### src/rtl/rr_index_gen_pkg.sv
// Shared constants and state encoding for the round-robin index generator.
package rr_index_gen_pkg;

  localparam int N_REQ = 64;
  localparam int IDX_W = 6;

  typedef enum logic {
    ST_EMPTY = 1'b0,
    ST_HOLD  = 1'b1
  } state_e;

endpackage

### src/rtl/rr_pick64.sv
// Combinational round-robin pick: first pending bit at or after ptr, wrapping 63 -> 0.
module rr_pick64
  import rr_index_gen_pkg::*;
(
  input  logic [N_REQ-1:0] pending,
  input  logic [IDX_W-1:0] ptr,
  output logic             hit,
  output logic [IDX_W-1:0] sel
);

  logic [2*N_REQ-1:0] dbl;
  logic [N_REQ-1:0]   rot;
  logic [IDX_W-1:0]   off;

  // Rotating the doubled vector puts pending[ptr] at bit 0.
  assign dbl = {pending, pending} >> ptr;
  assign rot = dbl[N_REQ-1:0];
  assign hit = |rot;

  always_comb begin
    off = '0;
    for (int i = N_REQ - 1; i >= 0; i--) begin
      if (rot[i]) off = IDX_W'(i);
    end
  end

  // IDX_W-bit add wraps naturally mod 64.
  assign sel = ptr + off;

endmodule

### src/rtl/rr_index_gen.sv
// Round-robin index generator feeding the 6-to-64 decoder; registered idx with valid/ready.
// Optional grant counter output enabled by defining RR_INDEX_GEN_STATS_EN.
//
// state    | meaning
// ST_EMPTY | no index presented, idx_valid=0
// ST_HOLD  | idx presented and held until accepted, idx_valid=1
module rr_index_gen
  import rr_index_gen_pkg::*;
(
  input  logic             clk,
  input  logic             reset_n,
  input  logic [N_REQ-1:0] req_set,
  input  logic             flush,
  output logic [IDX_W-1:0] idx,
  output logic             idx_valid,
  input  logic             idx_ready,
  output logic [N_REQ-1:0] pending,
  output logic             busy
`ifdef RR_INDEX_GEN_STATS_EN
  ,output logic [15:0]     grant_cnt
`endif
);

  logic [N_REQ-1:0] pending_q, pending_d;
  logic [IDX_W-1:0] ptr_q, ptr_d;
  logic [IDX_W-1:0] idx_q, idx_d;
  state_e           state_q, state_d;

  logic             hit;
  logic [IDX_W-1:0] sel;
  logic             slot_free;
  logic             take;
  logic [N_REQ-1:0] clear_mask;

  rr_pick64 u_pick (
    .pending (pending_q),
    .ptr     (ptr_q),
    .hit     (hit),
    .sel     (sel)
  );

  assign slot_free  = (state_q == ST_EMPTY) || idx_ready;
  assign take       = slot_free && hit && !flush;
  assign clear_mask = take ? (N_REQ'(1) << sel) : '0;

  always_comb begin
    pending_d = (pending_q & ~clear_mask) | req_set;
    ptr_d     = ptr_q;
    idx_d     = idx_q;
    state_d   = state_q;
    if (flush) begin
      // Flush discards same-cycle requests; ptr keeps its rotation position.
      pending_d = '0;
      state_d   = ST_EMPTY;
    end else if (slot_free) begin
      if (hit) begin
        idx_d   = sel;
        ptr_d   = sel + IDX_W'(1);
        state_d = ST_HOLD;
      end else begin
        state_d = ST_EMPTY;
      end
    end
  end

  always_ff @(posedge clk or negedge reset_n) begin
    if (!reset_n) begin
      pending_q <= '0;
      ptr_q     <= '0;
      idx_q     <= '0;
      state_q   <= ST_EMPTY;
    end else begin
      pending_q <= pending_d;
      ptr_q     <= ptr_d;
      idx_q     <= idx_d;
      state_q   <= state_d;
    end
  end

  assign idx       = idx_q;
  assign idx_valid = (state_q == ST_HOLD);
  assign pending   = pending_q;
  assign busy      = (|pending_q) || idx_valid;

`ifdef RR_INDEX_GEN_STATS_EN
  logic [15:0] grant_cnt_q, grant_cnt_d;

  // Survives flush; only reset clears it.
  always_comb begin
    grant_cnt_d = grant_cnt_q;
    if (idx_valid && idx_ready && (grant_cnt_q != 16'hFFFF)) begin
      grant_cnt_d = grant_cnt_q + 16'd1;
    end
  end

  always_ff @(posedge clk or negedge reset_n) begin
    if (!reset_n) grant_cnt_q <= '0;
    else          grant_cnt_q <= grant_cnt_d;
  end

  assign grant_cnt = grant_cnt_q;
`endif

endmodule

### config.mk
export PLATFORM = sky130hd
export DESIGN_NAME = rr_index_gen
export DESIGN_NICKNAME = d
export VERILOG_FILES = /design/src/rtl/rr_index_gen_pkg.sv /design/src/rtl/rr_pick64.sv /design/src/rtl/rr_index_gen.sv
export SDC_FILE = /design/constraint.sdc
export NUM_CORES = 1
export LEC_CHECK = 0
export ABC_CLOCK_PERIOD_IN_PS = 16650
export BUFFER_PORTS_ARGS = -buffer_cell sky130_fd_sc_hd__buf_4
export CORE_UTILIZATION = 45
export CTS_CLUSTER_DIAMETER = 120
export DETAILED_ROUTE_END_ITERATION = 8
export HOLD_SLACK_MARGIN = 0.15
export SETUP_SLACK_MARGIN = 0.3
export SKIP_CTS_REPAIR_TIMING = 1
export SYNTH_ARGS = -nofsm -noshare
export SYNTH_HDL_FRONTEND = slang
export SYNTH_SLANG_ARGS = --single-unit
### constraint.sdc
create_clock -name clk -period 16.65 [get_ports clk]
set_input_delay 0.8325 -clock clk [delete_from_list [all_inputs] [get_ports clk]]
set_output_delay 0.8325 -clock clk [all_outputs]
set_load 0.03 [all_outputs]
After elaboration in Yosys (flattened, before gate mapping)
Cells that the tools add are included.
- word-level logic and storage cells: 91
- input port bits: 68
- output and inout bits: 72
- register bits: 77
- bitwise gates (word level): 5
- multiplexer cells: 69
- add/subtract/negate cells: 2
- shifts and indexed selects: 2
- reductions and logical operators: 9
- operators with widths (cell ; number):
    $mux 6 ; 64
    $mux 64 ; 2
    $reduce_or 64->1 ; 2
    $shr 128x6->64 ; 1
    $and 64x64->64 ; 1
    $not 64->64 ; 1
    $or 64x64->64 ; 1
    $shl 1x6->64 const A ; 1
    $add 6x1->6 const B ; 1
    $add 6x6->6 ; 1
    $mux 1 ; 3
    $reduce_and 3->1 ; 1
    $logic_and 1x1->1 ; 2
    $logic_or 1x1->1 ; 2
    $not 1->1 ; 2
    $reduce_bool 2->1 ; 1
    $logic_not 1->1 ; 1

Longest topological paths before layout
Gate-level depths: netlist of the first run.
- depth after elaboration: 72
- depth in mapped cells: 31
- depth with buffers taken out: 23

Cells and area by module
From an unflattened synthesis of the first run, not the netlist that was laid out.
- cell total of the unflattened synthesis: 1197
- area, all modules: 11608.6 um^2
- by module, submodules not included (module ; area each (um^2) ; cells an instance ; instances ; seq. area each (um^2)):
    rr_pick64 ; 8124.0 ; 834 ; 1 ; 0.0
    rr_index_gen ; 3484.6 ; 363 ; 1 ; 1926.8

Worst setup path before layout of the first run
OpenSTA, ideal clock, no wires.
- kind: register to register
- start: reg ptr_q[0]
- end: reg pending_q[58] (netlist: pending[58])
- required time: 16514 ps
- stages on the path, launching flop included: 25
- slack: 10719 ps
- clock period less this slack: 5931 ps
- path buffers: 5
- library setup time: 136 ps
- arrival time: 5795 ps
- cell sequence: dfrtp_1 clkbuf_2 buf_6 buf_6 mux4_2 mux2_2 mux4_2 or2_1 mux2_4 or4b_1 a221oi_1 o31ai_1 fa_1 inv_1 a21o_1 a21oi_1 xnor2_1 and2_1 buf_1 nand2_1 a31oi_1 a31oi_4 buf_4 o21ai_1 a21oi_1
- longest elaborated chain between the ends: 72
- elaborated cells on any way between the ends: 75
- those cells by class: add/sub (1); shift (2); mux (66); bitwise (3); reduce/logical (3)
- ends and longest elaborated chain (what ; line ; source):
    from (decl) ; rr_index_gen.sv:25 ; logic [IDX_W-1:0] ptr_q, ptr_d;
    from (signal assigned) ; rr_index_gen.sv:74 ; ptr_q <= ptr_d;
    $shr 128x6->64 ; rr_pick64.sv:16 ; assign dbl = {pending, pending} >> ptr;
    $mux 6 (64 in series) ; rr_pick64.sv:23 ; if (rot[i]) off = IDX_W'(i);
    $add 6x6->6 ; rr_pick64.sv:28 ; assign sel = ptr + off;
    $shl 1x6->64 ; rr_index_gen.sv:44 ; assign clear_mask = take ? (N_REQ'(1) << sel) : '0;
    $mux 64 (*) ; rr_index_gen.sv:44 ;
    $not 64->64 (*) ; rr_index_gen.sv:47 ; pending_d = (pending_q & ~clear_mask) | req_set;
    $and 64x64->64 (*) ; rr_index_gen.sv:47 ;
    $or 64x64->64 (*) ; rr_index_gen.sv:47 ;
    $mux 64 (*) ; rr_index_gen.sv:51 ; if (flush) begin
    via pending_d[58] ; rr_index_gen.sv:24 ; logic [N_REQ-1:0] pending_q, pending_d;
    to (signal assigned) ; rr_index_gen.sv:73 ; pending_q <= pending_d;
    to (decl) ; rr_index_gen.sv:24 ;
The timed path passes the listed nets; every way through them passes the cells marked *.
A chain may end at the register's enable or synchronous reset.

Worst setup path in the final report of the first run
- start: reg ptr_q[0]
- end: reg pending_q[48] (netlist: pending[48])
Same word-level chain as after synthesis.

==> Flow_metrics.wiki, run 1 <==
{| class="wikitable"
! Metric !! Value
|-
| Area occupied by multi-input gates || a little under 0.01 mm2
|-
| Result of the run || finished clean
|-
| Number of design-rule violations left by the first detailed-router iteration || 1775
|-
| P&R area growth vs syn || 11.3%
|-
| Max-cap violations || 0
|-
| Die extent in y || between 150 and 200 um
|-
| Post-synthesis cell count || ~1100
|-
| Setup repair after global routing missed its margin || no
|-
| Kind of critical path || reg2reg
|-
| Number of endpoints failing setup at the final stage || 0
|-
| Largest fanout of any net on the critical path || between 50 and 60
|-
| Starting density of the core || approximately 46%
|-
| Crit end category || flop
|-
| Number of vias per cell after detailed routing || 7.77
|-
| Die width || 167 um
|-
| Share of flip-flops with an asynchronous set or reset after synthesis || 100%
|-
| Antenna Nets Post-Route || 0
|-
| Largest net degree at the start of global routing || 80
|-
| Std cell rows || 59
|-
| Dominant register cell in the synthesized netlist || sky130_fd_sc_hd__dfrtp_1
|-
| Post-route setup slack || between 8000 and 9000 ps
|-
| Data required time at the worst endpoint || about 17000 ps
|-
| Max Slew Vio Count || 0
|-
| Number of ports placed on the die boundary || between 100 and 150
|-
| Min Tclk post-route || roughly 8300 ps
|-
| End of the critical path || pending[48]
|-
| Type of the tightest min-delay check || in2async
|-
| Net count after synthesis || approximately 1200
|-
| Clock Latency Late Sink || between 300 and 400 ps
|-
| Clock skew after layout || between 15 and 20 ps
|-
| Cell area after technology mapping || approximately 0.012 mm2
|-
| Clk sink count || 77
|-
| Top area cells in the synthesized netlist || sky130_fd_sc_hd__mux4_2 (37%), sky130_fd_sc_hd__dfrtp_1 (16%), sky130_fd_sc_hd__mux2i_1 (5.2%)
|-
| Antenna violations before repair || 0
|-
| Area share of the largest cell type after synthesis || between 30% and 40%
|-
| Yosys top cell by area || sky130_fd_sc_hd__mux4_2
|-
| Final weighted congestion of routability-driven global placement || about 1
|-
| Wire length of the first global-routing pass || 78400 um
|-
| Inserted Clock Buffers || 9
|-
| Endpoint of the worst-slack reg-to-reg timing path || pending[48]
|-
| DR pass1 iterations || 6
|-
| GRT Overall Usage || roughly two fifths
|-
| # port buffers || around 140
|-
| Die area || ~0.028 mm2
|-
| Flop2flop setup slack || between 8000 and 9000 ps
|-
| Total gr overflow || 0
|-
| Final worst-path cycle share || between 40 and 50%
|-
| CTS clk-pin slew, worst paths || roughly 70 ps
|-
| Origin of the critical flop-to-flop path || ptr_q[0]
|-
| Vias in the first global route || between 10000 and 15000
|-
| Yosys synthesis warning count || 0
|-
| Data arrival time of the worst path || roughly 8500 ps
|-
| Clock tree from TritonCTS || built
|-
| Clock tree root driver cell || sky130_fd_sc_hd__clkbuf_16
|-
| Endpoints failing hold || 0
|-
| Post-layout nets || around 1300
|-
| Diodes inserted || 0
|-
| Average wire per cell in the routed design || around 35 um
|-
| Final routed wirelength across all metal layers || 53200 um
|-
| Startpoint type of the worst setup path || flop
|-
| Layout cell share with drive strength beyond 1 || 41.1%
|-
| Fmax || 120 MHz
|-
| Via Count || ~12000
|-
| Worst reg-to-reg path cell count || 21
|-
| Placed insts || between 1500 and 2000
|-
| Post-synthesis sequential area ratio || between 15 and 20%
|-
| EDFF count, synth || 0
|-
| Synth Area per Inst || 10.7 um2
|-
| Area inside the core boundary || ~0.026 mm2
|-
| DP Wirelength || roughly 38000 um
|-
| Deepest level of the CTS H-tree || 3
|-
| Number of fill cells in the layout || roughly 2400
|-
| Worst setup slack after placement || approximately 8500 ps
|-
| Worst setup path startpoint || ptr_q[0]
|-
| Slew HR || about a quarter
|-
| Slew @ Worst Pin || between 1000 and 1500 ps
|-
| Synth cell types || approximately 90
|-
| Reg area || roughly 0.0019 mm2
|-
| DRC errors left || 0
|-
| Synthesized flop and latch total || 77
|-
| Sum Neg Setup Slack || 0 ps
|-
| Clock buffer depth || 2
|-
| Final cell utilization of the core || between 50% and 60%
|-
| Non-filler instance count after layout || around 1500
|}
[cell type report]
type / instances / share of cell area, %
Tap cell: 335 / 3.08
Multi-Input combinational cell: 929 / 71.1
Timing Repair Buffer: 152 / 8.39
Sequential cell: 77 / 14.3
Clock inverter: 7 / 0.653
Inverter: 31 / 0.855
Clock buffer: 9 / 1.66
[sequential cells by signal, summed over array words and instances (netlist names)]
signal,cells
pending,64
idx,6
ptr_q,6
idx_valid,1
[cell usage after synthesis (4+ instances only)]
cell / number
sky130_fd_sc_hd__mux4_2: 199
sky130_fd_sc_hd__nor2_1: 154
sky130_fd_sc_hd__dfrtp_1: 77
sky130_fd_sc_hd__nand2_1: 66
sky130_fd_sc_hd__mux2i_1: 64
sky130_fd_sc_hd__mux2_2: 54
sky130_fd_sc_hd__clkbuf_1: 52
sky130_fd_sc_hd__a21oi_1: 38
sky130_fd_sc_hd__a311oi_2: 29
sky130_fd_sc_hd__inv_1: 29
sky130_fd_sc_hd__o21ai_0: 28
sky130_fd_sc_hd__buf_2: 22
sky130_fd_sc_hd__a22oi_1: 18
sky130_fd_sc_hd__nor4_1: 16
sky130_fd_sc_hd__nand3_1: 15
sky130_fd_sc_hd__nor2b_1: 15
sky130_fd_sc_hd__o22ai_1: 14
sky130_fd_sc_hd__buf_1: 13
sky130_fd_sc_hd__nor3_1: 13
sky130_fd_sc_hd__o211ai_1: 12
sky130_fd_sc_hd__buf_6: 11
sky130_fd_sc_hd__o21ai_1: 11
sky130_fd_sc_hd__a211oi_2: 10
sky130_fd_sc_hd__and2_1: 10
sky130_fd_sc_hd__a211oi_1: 9
sky130_fd_sc_hd__a31oi_1: 8
sky130_fd_sc_hd__o31ai_1: 8
sky130_fd_sc_hd__a21o_1: 7
sky130_fd_sc_hd__nand2b_1: 7
sky130_fd_sc_hd__nand4_1: 7
sky130_fd_sc_hd__o211a_1: 7
sky130_fd_sc_hd__xnor2_1: 7
sky130_fd_sc_hd__and3_1: 6
sky130_fd_sc_hd__ha_1: 6
sky130_fd_sc_hd__nor3b_1: 5
sky130_fd_sc_hd__o2111ai_1: 5
sky130_fd_sc_hd__a221oi_1: 4
sky130_fd_sc_hd__or2_2: 4
[per-layer routing]
metal	up-vias	track usage (%)	part of all wire, %	wire length [um]
li1	4768	-	-	-
met1	5943	50.0	37	19500
met2	1020	59.5	45	24100
met3	232	8.79	12	6120
met4	0	21.1	6.6	3490
met5	-	0	0	0
[through the flow]
| step | instance area (um2) | hold WS, ps |
|---|---|---|
| after floorplan | 12200 | 537 |
| after global placement | 13300 | 506 |
| after global routing | 13600 | 451 |
| after CTS | 13600 | 428 |
| after detailed placement | 13300 | 502 |
| final | 13600 | 425 |
[placed cells by master, fill, tap and decap left out, types with 7 or more instances in the layout]
cell                        netlist  final
sky130_fd_sc_hd__mux4_2         199    199
sky130_fd_sc_hd__o211ai_1        12     12
sky130_fd_sc_hd__o21ai_1         11     11
sky130_fd_sc_hd__o21ai_0         28     28
sky130_fd_sc_hd__nor4_1          16     16
sky130_fd_sc_hd__nor3_1          13     13
sky130_fd_sc_hd__nand4_1          7      7
sky130_fd_sc_hd__nand2b_1         7      7
sky130_fd_sc_hd__a22oi_1         18     18
sky130_fd_sc_hd__nor2b_1         15     14
sky130_fd_sc_hd__nand3_1         15     15
sky130_fd_sc_hd__dfrtp_1         77     71
sky130_fd_sc_hd__nand2_1         66     66
sky130_fd_sc_hd__a21o_1           7      7
sky130_fd_sc_hd__inv_1           29     28
sky130_fd_sc_hd__buf_4            2    152
sky130_fd_sc_hd__xnor2_1          7      7
sky130_fd_sc_hd__clkbuf_16        0      9
sky130_fd_sc_hd__and2_1          10     10
sky130_fd_sc_hd__mux2_2          54     54
sky130_fd_sc_hd__a21oi_1         38     38
sky130_fd_sc_hd__o22ai_1         14     14
sky130_fd_sc_hd__a31oi_1          8      8
sky130_fd_sc_hd__a211oi_2        10     10
sky130_fd_sc_hd__mux2i_1         64     64
sky130_fd_sc_hd__a211oi_1         9      9
sky130_fd_sc_hd__a311oi_2        29     29
sky130_fd_sc_hd__o31ai_1          8      8
sky130_fd_sc_hd__nor2_1         154    154
sky130_fd_sc_hd__o211a_1          7      7
[worst min path at each step]
| stage | endpoint | slack (ps) | cells after the start |
|---|---|---|---|
| 3_5_place_dp | idx[1] | 500 | 2 |
| 3_3_place_gp | idx[1] | 510 | 2 |
| 2_1_floorplan | idx[0] | 540 | 0 |
| 5_1_grt | pending[53] | 450 | 1 |
| 6_report | pending[53] | 430 | 1 |
| 4_1_cts | pending[53] | 430 | 1 |
[cell families after synthesis]
kind of cell    count (synthesis)  share of synthesized area [%]
fa+ha+maj                       7                          0.778
compound gates                249                           16.8
flops                          77                           15.8
simple gates                  347                           13.9
buf+inv                       133                           5.15
mux                           319                           47.1
xor+xnor                        7                          0.501
[critical path, cell delays in order (launching register included)]
cell and delay (ps):
sky130_fd_sc_hd__dfrtp_4 880, sky130_fd_sc_hd__buf_4 880, sky130_fd_sc_hd__mux4_2 710, sky130_fd_sc_hd__mux4_2 470
sky130_fd_sc_hd__mux2i_1 470, sky130_fd_sc_hd__nor3b_1 320, sky130_fd_sc_hd__nor2_1 140, sky130_fd_sc_hd__o22ai_1 180
sky130_fd_sc_hd__or4b_1 480, sky130_fd_sc_hd__a221oi_1 370, sky130_fd_sc_hd__o31ai_1 200, sky130_fd_sc_hd__fa_1 450
sky130_fd_sc_hd__inv_1 80, sky130_fd_sc_hd__a21o_1 100, sky130_fd_sc_hd__a21oi_1 70, sky130_fd_sc_hd__xnor2_1 410
sky130_fd_sc_hd__and2_1 880, sky130_fd_sc_hd__nand2_1 160, sky130_fd_sc_hd__a31oi_1 300, sky130_fd_sc_hd__a31oi_4 170
sky130_fd_sc_hd__o21ai_0 260, sky130_fd_sc_hd__a21oi_1 90
Power of run 1 is left out: the tool's default activity adds up to more than one toggle a clock period on the data nets, which glitch-free logic cannot reach.
==> run 2: changes to the inputs <==
- ABC_CLOCK_PERIOD_IN_PS: 16650 -> 8200
- clock period: 16.65 -> 8.2 ns (I/O delays scaled with it)
==> Flow_metrics.wiki, run 2 (synthesis gave the netlist of run 1 again) <==
{| class="wikitable"
! Metric !! Value
|-
| Number of design-rule violations left by the first detailed-router iteration || 1860 (+4.8%)
|-
| Type of the tightest min-delay check || in2async
|-
| Post-layout nets || 1282 (+0.55%)
|-
| Endpoints failing hold || 0 (unchanged)
|-
| CTS clk-pin slew, worst paths || 60 ps (about the same)
|-
| Commonest cells after routing, fill and taps aside || sky130_fd_sc_hd__mux4_2 (199), sky130_fd_sc_hd__buf_4 (156), sky130_fd_sc_hd__nor2_1 (154), sky130_fd_sc_hd__dfrtp_1 (71), sky130_fd_sc_hd__nand2_1 (66)
|-
| GR Util met3 || 8.51% (-0.29 points)
|-
| Wire length of the first global-routing pass || 77800 um (-0.77%)
|-
| Clock tree root driver cell || sky130_fd_sc_hd__clkbuf_16
|-
| Slew HR || 28.6% (+2.1 points)
|-
| Antenna violations before repair || 0 (unchanged)
|-
| Inserted Clock Buffers || 9 (unchanged)
|-
| Number of vias per cell after detailed routing || 7.72 (-0.65%)
|-
| DP Wirelength || 38000 um (+0.88%)
|-
| Endpoint of the worst-slack reg-to-reg timing path || pending[12]
|-
| Deepest level of the CTS H-tree || 3 (unchanged)
|-
| Clk sink count || 77 (unchanged)
|-
| Max-cap violations || 0 (unchanged)
|-
| DRC errors left || 0 (unchanged)
|-
| Fraction of met2 tracks used by global routing || 59.0% (-0.53 points)
|-
| Slew @ Worst Pin || 1070 ps (-27.6 ps)
|-
| Max Slew Vio Count || 0 (unchanged)
|-
| GRT Overall Usage || 38.0% (-0.47 points)
|-
| Std cell rows || 59 (unchanged)
|-
| Starting density of the core || 46.4% (unchanged)
|-
| Startpoint type of the worst setup path || flop
|-
| P&R area growth vs syn || 12.1%
|-
| Result of the run || finished clean
|-
| Sum Neg Setup Slack || 0 ps (unchanged)
|-
| Largest fanout of any net on the critical path || 46 (-19%)
|-
| Met1 track demand over resource || 49.9% (-0.11 points)
|-
| Origin of the critical flop-to-flop path || ptr_q[2]
|-
| Clock skew after layout || 5.66 ps (-9.35 ps)
|-
| Worst reg-to-reg path cell count || 19 (-9.5%)
|-
| Most frequent standard cell in the layout excluding fill and tap cells || sky130_fd_sc_hd__mux4_2
|-
| Total gr overflow || 0 (unchanged)
|-
| Setup repair after global routing missed its margin || no
|-
| DR pass1 iterations || 5 (-1)
|-
| Kind of critical path || reg2reg
|-
| Area inside the core boundary || 0.0264 mm2 (unchanged)
|-
| Flop2flop setup slack || 920 ps (-7420 ps)
|-
| Antenna Nets Post-Route || 0 (unchanged)
|-
| Average wire per cell in the routed design || 34.0 um (-1.4%)
|-
| Die width || 167 um (unchanged)
|-
| Min Tclk post-route || 7280 ps (-1030 ps)
|-
| Fmax || 137 MHz (+14%)
|-
| Clock tree from TritonCTS || built
|-
| Via Count || 11939 (-0.20%)
|-
| Data arrival time of the worst path || 7460 ps (-1030 ps)
|-
| Largest register FFs || 64 (unchanged)
|-
| Top Usage Layer GRT || met2
|-
| Largest net degree at the start of global routing || 78 (-2.5%)
|-
| Number of endpoints failing setup at the final stage || 0 (unchanged)
|-
| Die extent in y || 167 um (unchanged)
|-
| Diodes inserted || 0 (unchanged)
|-
| Layout cell share with drive strength beyond 1 || 41.3% (+0.26 points)
|-
| Vias in the first global route || 11569 (-0.17%)
|-
| Clock Latency Late Sink || 350 ps (about the same)
|-
| Data required time at the worst endpoint || 8390 ps (-8440 ps)
|-
| Crit end category || flop
|-
| Final worst-path cycle share || 88.7% (+39 points)
|-
| Die area || 0.0278 mm2 (unchanged)
|-
| # port buffers || 139 (unchanged)
|-
| Number of ports placed on the die boundary || 140 (unchanged)
|-
| Final weighted congestion of routability-driven global placement || 1.05 (+2.6%)
|-
| Final routed wirelength across all metal layers || 52700 um (-0.99%)
|-
| Clock buffer depth || 2 (unchanged)
|}
run 2: cell types whose count changed in the layout (fill, tap and decap cells not counted):
cell                        previous run  this run
sky130_fd_sc_hd__inv_6                 1         3
sky130_fd_sc_hd__clkbuf_1              0         1
sky130_fd_sc_hd__buf_4               152       156
sky130_fd_sc_hd__buf_12                0         3
sky130_fd_sc_hd__bufinv_16             1         2
sky130_fd_sc_hd__inv_8                 3         0
sky130_fd_sc_hd__clkinv_4              1         0
run 2: how the worst max path moves through the flow:
stage                     startpoint          end  cells after the start
after floorplan             ptr_q[0]  pending[58]                     24
after global placement      ptr_q[1]  pending[11]                     18
after detailed placement    ptr_q[1]  pending[15]                     19
after CTS                   ptr_q[1]  pending[12]                     19
after global routing        ptr_q[1]  pending[48]                     22
final                       ptr_q[2]  pending[12]                     19
run 2: area by class of cell:
| type | instances | area (um2) |
|---|---|---|
| timing repair buffer | 159 | 1230 |
| inverter | 31 | 116 |
| tap | 335 | 419 |
| sequential | 77 | 1940 |
| fill | 2387 | 12700 |
| clock inverter | 6 | 93.8 |
| multi-input combinational | 929 | 9670 |
| clock buffer | 10 | 229 |
run 2: metrics by stage:
| stage | hold slack (ps) | instances | util, % | area [um2] | worst slack, ps |
|---|---|---|---|---|---|
| after floorplan | 114 | 1139 | - | 12200 | 2270 |
| after global placement | 501 | 1531 | 50.8 | 13400 | 1070 |
| after detailed placement | 498 | 1531 | 50.8 | 13400 | 1080 |
| after CTS | 263 | 1547 | 52.0 | 13700 | 1050 |
| after global routing | 296 | 1547 | 52.0 | 13700 | 602 |
| final | 227 | 1547 | 52.0 | 13700 | 925 |
run 2: worst max-delay path: stages (launching register included):
cell,delay (ps)
sky130_fd_sc_hd__dfrtp_2,970
sky130_fd_sc_hd__buf_4,400
sky130_fd_sc_hd__mux4_2,430
sky130_fd_sc_hd__mux2_2,360
sky130_fd_sc_hd__mux4_2,540
sky130_fd_sc_hd__a2111oi_2,600
sky130_fd_sc_hd__o21bai_2,230
sky130_fd_sc_hd__nor4b_4,440
sky130_fd_sc_hd__inv_1,80
sky130_fd_sc_hd__a2111oi_0,370
sky130_fd_sc_hd__o21ai_0,200
sky130_fd_sc_hd__nand2_1,130
sky130_fd_sc_hd__ha_1,270
sky130_fd_sc_hd__a21oi_1,230
sky130_fd_sc_hd__o21bai_1,90
sky130_fd_sc_hd__a21oi_1,260
sky130_fd_sc_hd__xnor2_1,240
sky130_fd_sc_hd__o21ai_4,650
sky130_fd_sc_hd__buf_4,410
sky130_fd_sc_hd__a311oi_2,150
run 2: per-layer routing:
layer  vias up  wire, um
li1       4773         -
met1      5949     19400
met2      1009     24000
met3       208      6230
met4         0      3120
met5         -         0
Power of run 2 is left out for the same reason.
